**config.mk**
```make
export PLATFORM = sky130hd
export DESIGN_NAME = fft_deserializer_flat
export DESIGN_NICKNAME = d
export VERILOG_FILES = /design/src/rtl/fft_deserializer_if.sv /design/src/rtl/fft_deserializer.sv /design/src/flat_wrapper.sv
export SDC_FILE = /design/constraint.sdc
export NUM_CORES = 1
export LEC_CHECK = 0
export BUFFER_PORTS_ARGS = -buffer_cell sky130_fd_sc_hd__buf_2
export CAP_MARGIN = 20
export CORE_AREA = 5 5 232 234
export CTS_CLUSTER_DIAMETER = 150
export DETAILED_ROUTE_END_ITERATION = 6
export DIE_AREA = 0 0 237 239
export HOLD_SLACK_MARGIN = 0.15
export PLACE_DENSITY = 0.64
export SYNTH_ARGS = -nofsm -noshare
export SYNTH_HDL_FRONTEND = slang
export SYNTH_SLANG_ARGS = --single-unit
```
**constraint.sdc**
```tcl
create_clock -name clk -period 1.81 [get_ports clk]
set_input_delay 0.543 -clock clk [delete_from_list [all_inputs] [get_ports clk]]
set_output_delay 0.543 -clock clk [all_outputs]
set_load 0.03 [all_outputs]
```
**src/rtl/fft_deserializer_if.sv**
```systemverilog
// Bus bundle for the FFT deserializer.
// The serial side carries one complex sample per transfer.
// The parallel side carries a whole frame of N_SAMPLES complex samples.
// "master" is the environment around the block; "slave" is the deserializer.
interface fft_deserializer_if #(
   parameter int BIT_WIDTH = 32,
   parameter int N_SAMPLES = 8
);

   // Serial input side
   logic [BIT_WIDTH-1:0] recv_msg_real;
   logic [BIT_WIDTH-1:0] recv_msg_imag;
   logic                 recv_val;
   logic                 recv_rdy;

   // Parallel output side (index 0 .. N_SAMPLES-1)
   logic [BIT_WIDTH-1:0] send_msg_real [N_SAMPLES];
   logic [BIT_WIDTH-1:0] send_msg_imag [N_SAMPLES];
   logic                 send_val;
   logic                 send_rdy;

   modport master (
      output recv_msg_real,
      output recv_msg_imag,
      output recv_val,
      input  recv_rdy,
      input  send_msg_real,
      input  send_msg_imag,
      input  send_val,
      output send_rdy
   );

   modport slave (
      input  recv_msg_real,
      input  recv_msg_imag,
      input  recv_val,
      output recv_rdy,
      output send_msg_real,
      output send_msg_imag,
      output send_val,
      input  send_rdy
   );

endinterface : fft_deserializer_if

```
**src/rtl/fft_deserializer.sv**
```systemverilog
// Serial-to-parallel frame builder in front of an FFT stage.
// Collects N_SAMPLES complex samples in natural order (FILL), then presents
// the whole frame until the downstream stage takes it (SEND). The frame
// hand-off costs one cycle, so a steady stream yields one frame every
// N_SAMPLES+1 cycles. Both handshake outputs come straight from the state
// register, so there is no combinational path from recv_val or send_rdy.
module fft_deserializer #(
   parameter int BIT_WIDTH = 32,
   parameter int N_SAMPLES = 8   // power of two, at least 2
) (
   input  logic                 clk,
   input  logic                 reset,   // synchronous, active-high
   fft_deserializer_if.slave    bus
);

   localparam int CNT_W = $clog2(N_SAMPLES);
   localparam logic [CNT_W-1:0] LAST_IDX = CNT_W'(N_SAMPLES - 1);

   typedef enum logic {
      FILL = 1'b0,   // collecting serial samples
      SEND = 1'b1    // full frame held for the downstream stage
   } state_t;

   state_t               state_q;
   state_t               state_d;
   logic [CNT_W-1:0]     cnt_q;     // next write index within the frame
   logic [CNT_W-1:0]     cnt_d;

   logic                 recv_rdy;
   logic                 send_val;
   logic                 recv_xfer;
   logic                 send_xfer;

   logic [BIT_WIDTH-1:0] real_q [N_SAMPLES];
   logic [BIT_WIDTH-1:0] imag_q [N_SAMPLES];

   // Handshake outputs decoded from the registered state only
   always_comb begin
      recv_rdy = (state_q == FILL);
      send_val = (state_q == SEND);
   end

   // A transfer on either side needs both valid and ready high
   always_comb begin
      recv_xfer = bus.recv_val && recv_rdy;
      send_xfer = send_val && bus.send_rdy;
   end

   // Next-state and next-index logic
   always_comb begin
      // NOTE: every output of this block gets a default first, so no path
      // leaves a signal unassigned and no latch can be inferred.
      state_d = state_q;
      cnt_d   = cnt_q;
      unique case (state_q)
         FILL: begin
            // send_rdy is irrelevant here; only serial transfers matter
            if (recv_xfer) begin
               if (cnt_q == LAST_IDX) begin
                  cnt_d   = '0;
                  state_d = SEND;
               end else begin
                  cnt_d = cnt_q + 1'b1;
               end
            end
         end
         SEND: begin
            // recv_val is irrelevant here; recv_rdy is low so nothing is taken
            if (send_xfer) begin
               cnt_d   = '0;
               state_d = FILL;
            end
         end
         default: begin
            cnt_d   = '0;
            state_d = FILL;
         end
      endcase
   end

   // State and counter registers; reset wins over any transfer
   always_ff @(posedge clk) begin
      // NOTE: clocked state is updated with non-blocking assignments so every
      // register samples the pre-edge value of every other register.
      if (reset) begin
         state_q <= FILL;
         cnt_q   <= '0;
      end else begin
         state_q <= state_d;
         cnt_q   <= cnt_d;
      end
   end

   // Frame storage: write accepted sample at the current index
   always_ff @(posedge clk) begin
      if (reset) begin
         // NOTE: the frame storage is reset on purpose: a cleared frame is
         // visible on the outputs and a stale frame must not leak past reset.
         for (int k = 0; k < N_SAMPLES; k++) begin
            real_q[k] <= '0;
            imag_q[k] <= '0;
         end
      end else if (recv_xfer) begin
         // Entries not addressed keep their values from the previous frame
         real_q[cnt_q] <= bus.recv_msg_real;
         imag_q[cnt_q] <= bus.recv_msg_imag;
      end
   end

   assign bus.recv_rdy      = recv_rdy;
   assign bus.send_val      = send_val;
   assign bus.send_msg_real = real_q;
   assign bus.send_msg_imag = imag_q;

endmodule : fft_deserializer
```
**src/flat_wrapper.sv**
```systemverilog
// flat-port wrapper written by rule: the top's interface ports become plain ports
module fft_deserializer_flat 
#(
   parameter int BIT_WIDTH = 32,
   parameter int N_SAMPLES = 8                              
)
  (clk, reset, bus_recv_msg_real, bus_recv_msg_imag, bus_recv_val, bus_recv_rdy, bus_send_msg_real, bus_send_msg_imag, bus_send_val, bus_send_rdy);
  fft_deserializer_if #(.BIT_WIDTH(BIT_WIDTH), .N_SAMPLES(N_SAMPLES)) bus_i ();
  input  logic clk;
  input  logic reset;
  input wire logic [$bits(bus_i.recv_msg_real)-1:0] bus_recv_msg_real;
  input wire logic [$bits(bus_i.recv_msg_imag)-1:0] bus_recv_msg_imag;
  input wire logic [$bits(bus_i.recv_val)-1:0] bus_recv_val;
  output wire logic [$bits(bus_i.recv_rdy)-1:0] bus_recv_rdy;
  output wire logic [$bits(bus_i.send_msg_real)-1:0] bus_send_msg_real;
  output wire logic [$bits(bus_i.send_msg_imag)-1:0] bus_send_msg_imag;
  output wire logic [$bits(bus_i.send_val)-1:0] bus_send_val;
  input wire logic [$bits(bus_i.send_rdy)-1:0] bus_send_rdy;
  assign bus_i.recv_msg_real = bus_recv_msg_real;
  assign bus_i.recv_msg_imag = bus_recv_msg_imag;
  assign bus_i.recv_val = bus_recv_val;
  assign bus_recv_rdy = bus_i.recv_rdy;
  assign bus_send_msg_real = {>>{bus_i.send_msg_real}};
  assign bus_send_msg_imag = {>>{bus_i.send_msg_imag}};
  assign bus_send_val = bus_i.send_val;
  assign bus_i.send_rdy = bus_send_rdy;
  fft_deserializer #(.BIT_WIDTH(BIT_WIDTH), .N_SAMPLES(N_SAMPLES)) u_core (.clk(clk), .reset(reset), .bus(bus_i));
endmodule
```
==> metrics.yaml <==
global_routing:
  grt_antenna_before_repair: 2
  track_usage_pct: 22.3
  grt_pass1_vias: 15400
  grt_pass1_wl_um: 98200
  grt_overflow: 0
  grt_max_degree: 65
worst_setup_path:
  reg2reg_depth: 4
  path_class: "reg -> out"
  crit_family: "flip-flops"
  path_cells: "buf_2"
  cp-start-kind: "flop"
  cp_num_buf_inv: 1
  timing.rr.end: "u_core.bus.send_msg_imag[43]"
  rrSetupSlack_ps: 190
  cp_max_fo: 2
  cp.required_ps: 1270
  arrival_ps: 1230
  cpPeakStageDelay_ps: 390
  worstSetupEndpointType: "output port"
  rr_startpoint: "u_core.cnt_q[2]"
  cp_slowest_cell: "dfxtp_1"
  startpoint: "u_core.bus.send_msg_real[173]"
routing:
  first_iter_violations: 575
  drc_errors: 0
  wl_per_cell_um: 21.3
  firstDrtPassIters: 4
  wirelength_um: 66400
  vias: 14800
  drt-vias-per-instance: 4.75
  final_antenna_net_count: 0
floorplanning:
  die_x_um: 237
  num_rows: 84
  coreArea_sq_mm: 0.0518
  die-area_sq_mm: 0.0566
  io_pins: 582
  die_h_um: 239
  floorplan.initialDensity_pct: 39.2
final_layout:
  n_fill_cell: 4705
  final_net_count: 2459
  area_delta_synth_final_pct: 30.7
  final_util_pct: 51.2
  layout-drive-gt1-share_pct: 32.9
  finalNonFillerCells: 3122
  finalInstanceArea_sq_mm: 0.0265
pwr:
  vdd_drop_max_v: 0.000746
  power_frac_seq_pct: 46.2
  p_sw_uw: 6020
  p_int_uw: 19300
  pwr_density_cell_mw_per_mm2: 954
  clkPwrFrac_pct: 45.2
  p_leak_uw: 0.0143
  combPwrFrac_pct: 8.5
  switching_share_pct: 23.8
place:
  numPortBuffers: 581
  gp_congestion: 0.841
  dp_cells: 3021
  place_ws_ps: -89.2
  dp_hpwl_um: 49100
  placed_cell_area_sq_mm: 0.0246
sta:
  finClkSkew_ps: 17.6
  slew_viol_final: 0
  rsz0062_at_grt: "false"
  slew_headroom_pct: 69.7
  hold_viol_final: 0
  max_freq_mhz: 565
  finalSetupViolations: 0
  fin_crit_sh_pct: 97.7
  setup-tns-final_ps: 0
  layout_setup_ws_ps: 41.2
  tightest_slew_ps: 455
  period_minus_slack_ps: 1770
synth:
  synth_seq_cells: 516
  synth_top_area_cell: "dfxtp_1"
  synth_cell_types: 23
  ys_warn_count: 0
  synth_area_sq_mm: 0.0203
  synth_top_area_share_pct: 50.9
  synth_seq_area_share_pct: 50.9
  syn-num-nets: 1886
  syn_inst: 1816
  synthTopCellsByArea: "dfxtp_1, mux2i_1, nand2b_1"
  avgSynthCellArea_sq_um: 11.2
cts:
  clk_pin_slew_ps: 60
  h-tree-depth: 2
  clk_latency_ps: 600
  cts-root-buf: "clkbuf_16"
  cts_buffers: 54
  cts_tree: "built"
  clock-sinks: 516
  cts_buffer_depth: 3
worst_hold_path:
  hold_path_end: "u_core.bus.send_val"
  hp-start: "bus_send_rdy"
  holdPathStages: 3
  hold_class: "in -> reg"
status:
  outcome: "completed"
job:
  drv_cap: 0
-- routing by layer --
metal	vias up	track usage [%]	wire, um
li1	7066	-	-
met1	7239	26.8	27100
met2	412	38.1	32400
met3	120	6.52	4460
met4	2	7.73	2400
met5	-	0	8
-- worst max path at each step --
stage / end / slack (ps) / cells past startpoint
final: bus_send_msg_real[173] / 40 / 1
after global routing: bus_send_msg_imag[107] / 3 / 1
after global placement: u_core.bus.send_msg_imag[4] / -50 / 6
after CTS: bus_send_msg_real[173] / 10 / 1
after detailed placement: u_core.bus.send_msg_real[26] / -90 / 6
after floorplan: u_core.bus.send_msg_real[110] / 180 / 7
-- placed cells by master, fill, tap and decap left out --
cell type,count
and4_4,1
nor2_1,6
inv_1,1
dfxtp_4,1
clkbuf_8,13
clkbuf_1,13
clkbuf_16,55
nor2b_1,2
clkinvlp_4,2
nand3_4,4
nand4_2,1
ha_1,2
buf_2,577
buf_12,51
mux2i_1,513
clkinv_8,2
nand2b_1,576
bufinv_16,5
nor3b_4,1
and2b_1,1
buf_8,1
clkinv_2,10
buf_4,72
nand2_4,3
diode_2,1
a2bb2oi_1,1
and3_2,1
a22oi_1,3
dfxtp_1,515
-- synthesized netlist by cell type --
library cell,instances
nor3b_4,1
nand3_1,3
nor2_1,6
mux2i_1,513
buf_6,14
clkbuf_1,71
nand3_2,1
dfxtp_1,516
ha_1,2
and3_1,1
nor2b_1,2
and2b_1,1
buf_2,33
nand2b_1,576
a22oi_1,3
nand4_2,1
nand2_4,3
buf_4,20
inv_1,1
buf_1,40
and4_1,1
buf_12,6
a2bb2oi_1,1
-- area by class of cell --
type / instances / area (sq um) / area share [%]
Antenna cell: 1 / 2.50 / 0.00944
Tap cell: 688 / 861 / 3.25
Clock inverter: 19 / 248 / 0.935
Clock buffer: 81 / 1600 / 6.05
Sequential cell: 516 / 10300 / 39.0
Inverter: 1 / 3.75 / 0.0142
Multi-Input combinational cell: 1115 / 8990 / 33.9
Timing Repair Buffer: 701 / 4460 / 16.8
-- worst min-delay path, delay by kind of cell --
kind,cells,cell delay (ps)
and+or+nand+nor,1,70
AOI/OAI and AO/OA,1,130
buffers and inverters,1,110
-- through the flow --
step                      total power (uW)  hold WS [ps]
final                                25300           306
after global routing                 26200           310
after CTS                            25600           260
after detailed placement             14100           461
after global placement               14100           454
after floorplan                      13300           595
-- registers in the layout, indices dropped and copies added, names as in the netlist --
register,flops
u_core.bus.send_val,1
u_core.bus.send_msg_real,256
u_core.cnt_q,3
u_core.bus.send_msg_imag,256
-- what timing repair did --
item | in CTS | in global routing
resized for setup | 5 | 0
setup endpoints to repair | 4 | 0
endpoints found under the hold margin | 0 | 0
hold buffers | 0 | 0
buffers inserted | 0 | 0
-- kinds of logic after synthesis --
family | share of synthesized area (%)
AOI/OAI and AO/OA | 0.154
adders and majority gates | 0.123
buffers and inverters | 5.00
DFF | 50.9
muxes | 25.3
and+or+nand+nor | 18.5
-- power by group through the flow --
stage	logic, uW	registers (uW)	clock network (uW)
floorplan	922	12300	0
global placement	2150	11900	0
global route	2270	11700	12200
CTS	2180	11700	11700
detailed placement	2180	11900	0
finish	2160	11700	11400
Power figures use the tool's default switching activity.
